## src/rtl/shift_sequencer_if.sv

```systemverilog
// Request/result handshake bundle for shift_sequencer.
// master = requester/consumer side, slave = the sequencer.
interface shift_sequencer_if #(
    parameter int AMT_W = 3
);
    logic             in_valid;
    logic             in_ready;
    logic [3:0]       in_data;
    logic [1:0]       in_mode;
    logic [AMT_W-1:0] in_amt;
    logic             out_valid;
    logic             out_ready;
    logic [3:0]       out_data;

    modport master (
        output in_valid, in_data, in_mode, in_amt, out_ready,
        input  in_ready, out_valid, out_data
    );

    modport slave (
        input  in_valid, in_data, in_mode, in_amt, out_ready,
        output in_ready, out_valid, out_data
    );
endinterface

```

## src/rtl/shift_sequencer.sv

```systemverilog
// Multi-cycle controller that iterates an external one-bit shifter/rotator.
// Optional macro SHSEQ_AMT_REDUCE_EN shortens latency by reducing the amount at acceptance.
module shift_sequencer #(
    parameter int AMT_W = 3
) (
    input  logic               clk,
    input  logic               rst_n,
    shift_sequencer_if.slave   bus,
    output logic [3:0]         sh_x,
    output logic [1:0]         sh_m,
    input  logic [3:0]         sh_z
);
    typedef enum logic [1:0] {IDLE, RUN, DONE} state_t;

    state_t           r_state;
    state_t           w_next;
    logic [3:0]       r_acc;
    logic [1:0]       r_mode;
    logic [AMT_W-1:0] r_cnt;
    logic [3:0]       w_load_acc;
    logic [AMT_W-1:0] w_load_cnt;
    logic             w_accept;

    assign w_accept = (r_state == IDLE) && bus.in_valid;

`ifdef SHSEQ_AMT_REDUCE_EN
    // Rotations repeat every 4 steps; shifts by 4 or more always empty the operand.
    always_comb begin
        w_load_acc = bus.in_data;
        w_load_cnt = bus.in_amt;
        if (bus.in_mode[1]) begin
            w_load_cnt = bus.in_amt & AMT_W'(3);
        end else if (int'(bus.in_amt) >= 4) begin
            w_load_acc = '0;
            w_load_cnt = '0;
        end
    end
`else
    assign w_load_acc = bus.in_data;
    assign w_load_cnt = bus.in_amt;
`endif

    always_ff @(posedge clk or negedge rst_n) begin
        if (!rst_n) begin
            r_state <= IDLE;
        end else begin
            r_state <= w_next;
        end
    end

    always_comb begin
        w_next = r_state;
        case (r_state)
            IDLE: if (bus.in_valid) w_next = (w_load_cnt == '0) ? DONE : RUN;
            RUN:  if (r_cnt == AMT_W'(1)) w_next = DONE;
            DONE: if (bus.out_ready) w_next = IDLE;
            default: w_next = IDLE;
        endcase
    end

    always_comb begin
        bus.in_ready  = (r_state == IDLE);
        bus.out_valid = (r_state == DONE);
    end

    always_ff @(posedge clk or negedge rst_n) begin
        if (!rst_n) begin
            r_acc  <= '0;
            r_mode <= '0;
            r_cnt  <= '0;
        end else if (w_accept) begin
            r_acc  <= w_load_acc;
            r_mode <= bus.in_mode;
            r_cnt  <= w_load_cnt;
        end else if (r_state == RUN) begin
            r_acc  <= sh_z;
            r_cnt  <= r_cnt - AMT_W'(1);
        end
    end

    assign bus.out_data = r_acc;
    assign sh_x         = r_acc;
    assign sh_m         = r_mode;
endmodule
```

## src/flat_wrapper.sv

```systemverilog
// flat-port wrapper written by rule: the top's interface ports become plain ports
module shift_sequencer_flat 
#(
    parameter int AMT_W = 3
)
  (clk, rst_n, sh_x, sh_m, sh_z, bus_in_valid, bus_in_data, bus_in_mode, bus_in_amt, bus_out_ready, bus_in_ready, bus_out_valid, bus_out_data);
  shift_sequencer_if #(.AMT_W(AMT_W)) bus_i ();
  input  logic clk;
  input  logic rst_n;
  output logic [3:0] sh_x;
  output logic [1:0] sh_m;
  input  logic [3:0] sh_z;
  input wire logic [$bits(bus_i.in_valid)-1:0] bus_in_valid;
  input wire logic [$bits(bus_i.in_data)-1:0] bus_in_data;
  input wire logic [$bits(bus_i.in_mode)-1:0] bus_in_mode;
  input wire logic [$bits(bus_i.in_amt)-1:0] bus_in_amt;
  input wire logic [$bits(bus_i.out_ready)-1:0] bus_out_ready;
  output wire logic [$bits(bus_i.in_ready)-1:0] bus_in_ready;
  output wire logic [$bits(bus_i.out_valid)-1:0] bus_out_valid;
  output wire logic [$bits(bus_i.out_data)-1:0] bus_out_data;
  assign bus_i.in_valid = bus_in_valid;
  assign bus_i.in_data = bus_in_data;
  assign bus_i.in_mode = bus_in_mode;
  assign bus_i.in_amt = bus_in_amt;
  assign bus_i.out_ready = bus_out_ready;
  assign bus_in_ready = bus_i.in_ready;
  assign bus_out_valid = bus_i.out_valid;
  assign bus_out_data = bus_i.out_data;
  shift_sequencer #(.AMT_W(AMT_W)) u_core (.clk(clk), .rst_n(rst_n), .bus(bus_i), .sh_x(sh_x), .sh_m(sh_m), .sh_z(sh_z));
endmodule
```

## config.mk

```make
export PLATFORM = sky130hd
export DESIGN_NAME = shift_sequencer_flat
export DESIGN_NICKNAME = d
export VERILOG_FILES = /design/src/rtl/shift_sequencer_if.sv /design/src/rtl/shift_sequencer.sv /design/src/flat_wrapper.sv
export SDC_FILE = /design/constraint.sdc
export NUM_CORES = 1
export LEC_CHECK = 0
export ABC_CLOCK_PERIOD_IN_PS = 2630
export BUFFER_PORTS_ARGS = -buffer_cell sky130_fd_sc_hd__buf_2
export CAP_MARGIN = 40
export CELL_PAD_IN_SITES_DETAIL_PLACEMENT = 1
export CELL_PAD_IN_SITES_GLOBAL_PLACEMENT = 1
export CORE_MARGIN = 10
export CORE_UTILIZATION = 34
export DETAILED_ROUTE_END_ITERATION = 8
export GPL_ROUTABILITY_DRIVEN = 0
export GPL_TIMING_DRIVEN = 0
export PLACE_DENSITY = 0.85
export SLEW_MARGIN = 20
export SYNTH_ARGS = -nofsm -noshare
export SYNTH_HDL_FRONTEND = slang
export SYNTH_SLANG_ARGS = --single-unit
```

## constraint.sdc

```tcl
create_clock -name clk -period 2.63 [get_ports clk]
set_input_delay 0.1315 -clock clk [delete_from_list [all_inputs] [get_ports clk]]
set_output_delay 0.1315 -clock clk [all_outputs]
set_load 0.03 [all_outputs]
```

After elaboration in Yosys (flattened, before gate mapping):

Cells that the tools add are included.

* add/subtract/negate cells: 1
* eq/ne operators: 6
* muxes and demuxes: 9
* reductions and logical operators: 5

Operator list (number)
* $mux W2: 4
* $mux W4: 2
* $mux W3: 2
* $pmux W2 S3: 1
* $ne A2 B2 Y1 const B: 2
* $eq A3 B1 Y1 const B: 1
* $logic_not A3 Y1: 1
* $reduce_and A3 Y1: 1
* $sub A3 B1 Y3 const B: 1
* $eq A2 B1 Y1 const B: 1
* $eq A2 B2 Y1 const B: 1
* $logic_not A2 Y1: 1
* $ne A2 B1 Y1 const B: 1
* $reduce_bool A2 Y1: 1
* $logic_and A1 B1 Y1: 1

* register bits after elaboration: 11
* input port bits: 17
* output and inout bits: 12
* word-level logic and storage cells: 25

Depth between registers and ports, before layout:

* depth in word-level cells: 4
* mapped depth: 5
* mapped depth without buffers: 5

Least setup slack after synthesis:

No wires, ideal clock.

* kind: register -> register
* from: register u_core.r_state[0]
* to: register u_core.r_state[1]
* setup time: 83 ps
* data arrival time: 1127 ps
* data required time: 2547 ps
* setup slack: 1420 ps
* cell stages (with the launch flop): 5
* path buffers: 1
* clock period less this slack: 1210 ps
* path through: dfrtp_1 -> buf_6 -> nor2b_1 -> nand2b_1 -> o21ai_0

* cells in the longest elaborated chain, start to end: 3
* elaborated cells between the ends (all ways): 8
* classes of those cells: eq/ne (5); mux (1); reduce/logical (2)

RTL lines
* start, declared: RTL line shift_sequencer.sv:15 `state_t r_state;`
* start signal, assigned: RTL line shift_sequencer.sv:47 `r_state <= w_next;`
* $eq A2 B2 Y1 *
* named net bus_out_valid: RTL line flat_wrapper.sv:19 `output wire logic [$bits(bus_i.out_valid)-1:0] bus_out_valid;`
* $ne A2 B2 Y1 (no source line)
* $reduce_and A3 Y1 (no source line)

Mark *: on every way through the listed nets, which the timed path passes. The rest lies on a longest branch.
A chain may end at the register's enable or synchronous reset.

Worst setup path in the final report:

* from: register u_core.r_state[0]
* to: output port bus_in_ready

* cells in the longest elaborated chain, start to end: 1

RTL lines
* $logic_not A2 Y1: RTL line shift_sequencer.sv:62 `bus.in_ready = (r_state == IDLE);`
* end, declared: RTL line flat_wrapper.sv:18 `output wire logic [$bits(bus_i.in_ready)-1:0] bus_in_ready;`

No other way between the ends.

==> flow_metrics.py <==
metrics = {
    "place": {
        "dp_hpwl_um": 1360,
        "postPlaceCellArea_um2": 778,
        "dpl_worst_slack_ns": 1.31,
        "portBuffers": 28,
    },
    "grt": {
        "grt-ovfl-total": 0,
        "grt_start_max_net_pins": 12,
        "grt_first_pass_wirelength_um": 2860,
        "grt_pass1_vias": 621,
        "track_usage_pct": 9.03,
        "antenna_found_initial": 0,
    },
    "die": {
        "coreArea_um2": 1710,
        "start_util_pct": 35.5,
        "die_h_um": 62.2,
        "chipWidth_um": 62.2,
        "ios": 29,
        "die_area_um2": 3870,
        "row_count": 15,
    },
    "detailed_routing": {
        "vias_per_cell": 4.72,
        "post-route-drc-count": 0,
        "dr.pass1.iters": 4,
        "finalWirelength_um": 1720,
        "vias": 562,
        "ant_nets": 0,
        "drt_iter0_drc": 10,
        "wl_per_cell_um": 14.4,
    },
    "clock_tree": {
        "cts_tree": "yes",
        "cts-resized-gates": 0,
        "cts_root_buffer": "clkbuf_4",
        "clock_latency_ns": 0.27,
        "postCtsSetupBuffers": 0,
        "cts_sinks": 11,
        "cts_max_path_buffers": 2,
        "cts_buffers": 3,
        "path_clk_slew_ns": 0.07,
        "htreeDepth": 1,
    },
    "timing": {
        "fin_crit_sh_pct": 53.8,
        "finalMaxSlewViolations": 0,
        "max_freq_mhz": 707,
        "skew_ns": 0.00818,
        "setup_viol": 0,
        "worstMarginPinSlew_ns": 0.494,
        "hold_viol_final": 0,
        "fin_crit_ns": 1.42,
        "relSlewSlack_pct": 67.0,
        "setup_tns_ns": 0,
        "rsz0062_at_grt": "false",
        "fin_ws_ns": 1.21,
    },
    "worst_setup_path": {
        "worst_path_largest_cell_delay_ns": 0.38,
        "critPathMaxFanout": 10,
        "path_cells": "buf_6 -> buf_2 -> nor2_1 -> buf_2",
        "cp_slowest_cell": "dfrtp_1",
        "critical_path_required_ns": 2.50,
        "start_kind": "register",
        "cp.arrival_ns": 1.28,
        "crit_top_cell": "buf_2",
        "crit_buf_inv": 3,
        "crit_type": "reg -> out",
        "crit_family": "buffers and inverters",
        "endpoint_kind": "primary output",
    },
    "final_layout": {
        "nets": 114,
        "fin_util_pct": 47.7,
        "final_area_um2": 815,
        "antennaDiodeCount": 0,
        "area_growth_pct": 34.2,
        "layout-drive-gt1-share_pct": 43.6,
    },
    "status": {
        "status": "completed",
    },
    "logic_synthesis": {
        "synthCells": 61,
        "synth_cell_types": 23,
        "syn_area_um2": 607,
        "yosys_warnings": 0,
        "synth_seq_cells": 11,
        "synth_nets": 80,
        "syn_area_per_cell_um2": 9.95,
        "yosysSeqAreaShare_pct": 45.4,
    },
    "job": {
        "cap_violations": 0,
    },
    "min_path": {
        "hold_class": "in -> reg",
    },
    "power_and_ir_drop": {
        "worst_ir_drop_vdd_uv": 441,
        "p_leak_nw": 0.411,
        "finalPower_mw": 1.04,
        "pwr_density_cell_nw_per_um2": 1280,
    },
}
==> layout make-up <==
class	instances	area (µm²)
timing repair buffer	29	150
fill	212	893
sequential	11	275
multi-input combinational	39	265
buffer	7	51.3
clock buffer	4	26.3
inverter	4	15.0
tap	25	31.3
==> stage by stage <==
step	cells	hold slack, ns
6_report	119	0.0984
2_1_floorplan	61	-0.164
3_5_place_dp	114	0.0168
5_1_grt	119	0.0918
3_3_place_gp	114	0.0118
4_1_cts	119	0.0910
==> metal layers <==
metal	vias to the layer above	track usage (%)	wire, µm
li1	273	-	-
met1	259	10.2	778
met2	26	14.0	787
met3	4	4.12	131
met4	0	4.29	21
met5	-	0	0
==> flip-flops by register name (all words and copies together) (netlist names) <==
signal / cells
u_core.bus.out_data: 4
u_core.r_cnt: 3
u_core.r_state: 2
u_core.sh_m: 2
==> repair_timing <==
action / CTS / global route
setup endpoints to repair: 0 / 0
hold buffers: 1 / 0
endpoints found under the hold margin: 11 / 0
==> cell families after synthesis <==
group / count (synthesis) / share of synthesized area, %
flip-flops: 11 / 45.4
AO/OA/AOI/OAI: 18 / 18.8
adder cells (fa/ha/maj): 2 / 4.12
AND/OR/NAND/NOR: 17 / 17.1
buffers and inverters: 11 / 10.9
multiplexers: 2 / 3.71
==> cell usage in the layout (no fill, tap or decap) <==
| master | netlist | layout |
|---|---|---|
| mux2_2 | 2 | 2 |
| and2b_1 | 1 | 1 |
| a21oi_1 | 4 | 4 |
| nor2_1 | 3 | 3 |
| a22oi_1 | 3 | 3 |
| clkbuf_4 | 0 | 3 |
| nand2b_1 | 1 | 1 |
| nor2b_4 | 1 | 1 |
| buf_4 | 4 | 4 |
| clkbuf_1 | 0 | 1 |
| nand2_1 | 4 | 4 |
| nor2b_1 | 1 | 1 |
| buf_6 | 1 | 1 |
| a31oi_1 | 2 | 2 |
| o21bai_1 | 1 | 1 |
| and2_1 | 1 | 1 |
| inv_1 | 4 | 4 |
| o21ai_0 | 5 | 5 |
| o22a_1 | 3 | 3 |
| dlygate4sd3_1 | 0 | 1 |
| and3b_1 | 1 | 1 |
| ha_1 | 2 | 2 |
| buf_2 | 2 | 30 |
| dfrtp_1 | 11 | 11 |
| nor3b_1 | 3 | 3 |
| nor4_1 | 1 | 1 |
==> power by group <==
part | switching (mW) | internal (mW)
Sequential | 0.0513 | 0.253
Clock | 0.0555 | 0.0587
Combinational | 0.379 | 0.242
Total | 0.486 | 0.553
==> synthesized netlist by cell type (all sizes together) <==
cell type | instances | area [µm²]
a21oi | 4 | 20.0
a22oi | 3 | 22.5
a31oi | 2 | 12.5
and2 | 1 | 6.26
and2b | 1 | 7.51
and3b | 1 | 8.76
buf | 7 | 51.3
dfrtp | 11 | 275
ha | 2 | 25.0
inv | 4 | 15.0
mux2 | 2 | 22.5
nand2 | 4 | 15.0
nand2b | 1 | 6.26
nor2 | 3 | 11.3
nor2b | 2 | 20.0
nor3b | 3 | 22.5
nor4 | 1 | 6.26
o21ai | 5 | 25.0
o21bai | 1 | 7.51
o22a | 3 | 26.3
==> path summary, 6_finish.rpt <==
| kind | startpoint | end | slack, ns | cells after the start |
|---|---|---|---|---|
| max in group asynchronous | rst_n | u_core.r_cnt[0]$_DFFE_PN0P_ | 2.15 | 2 |
| worst min-delay path | bus_in_mode[1] | u_core.sh_m[1]$_DFFE_PN0P_ | 0.1 | 2 |
| worst max register to register | u_core.r_state[0]$_DFFE_PN0P_ | u_core.r_cnt[2]$_DFFE_PN0P_ | 1.30 | 4 |
| worst min register to register | u_core.sh_m[0]$_DFFE_PN0P_ | u_core.sh_m[0]$_DFFE_PN0P_ | 0.50 | 1 |
| worst max-delay path | u_core.r_state[0]$_DFFE_PN0P_ | bus_in_ready | 1.21 | 4 |
| min in group asynchronous | rst_n | u_core.bus.out_data[0]$_DFFE_PN0P_ | 0.26 | 2 |
Note: power is estimated with default switching activity, not from simulation.
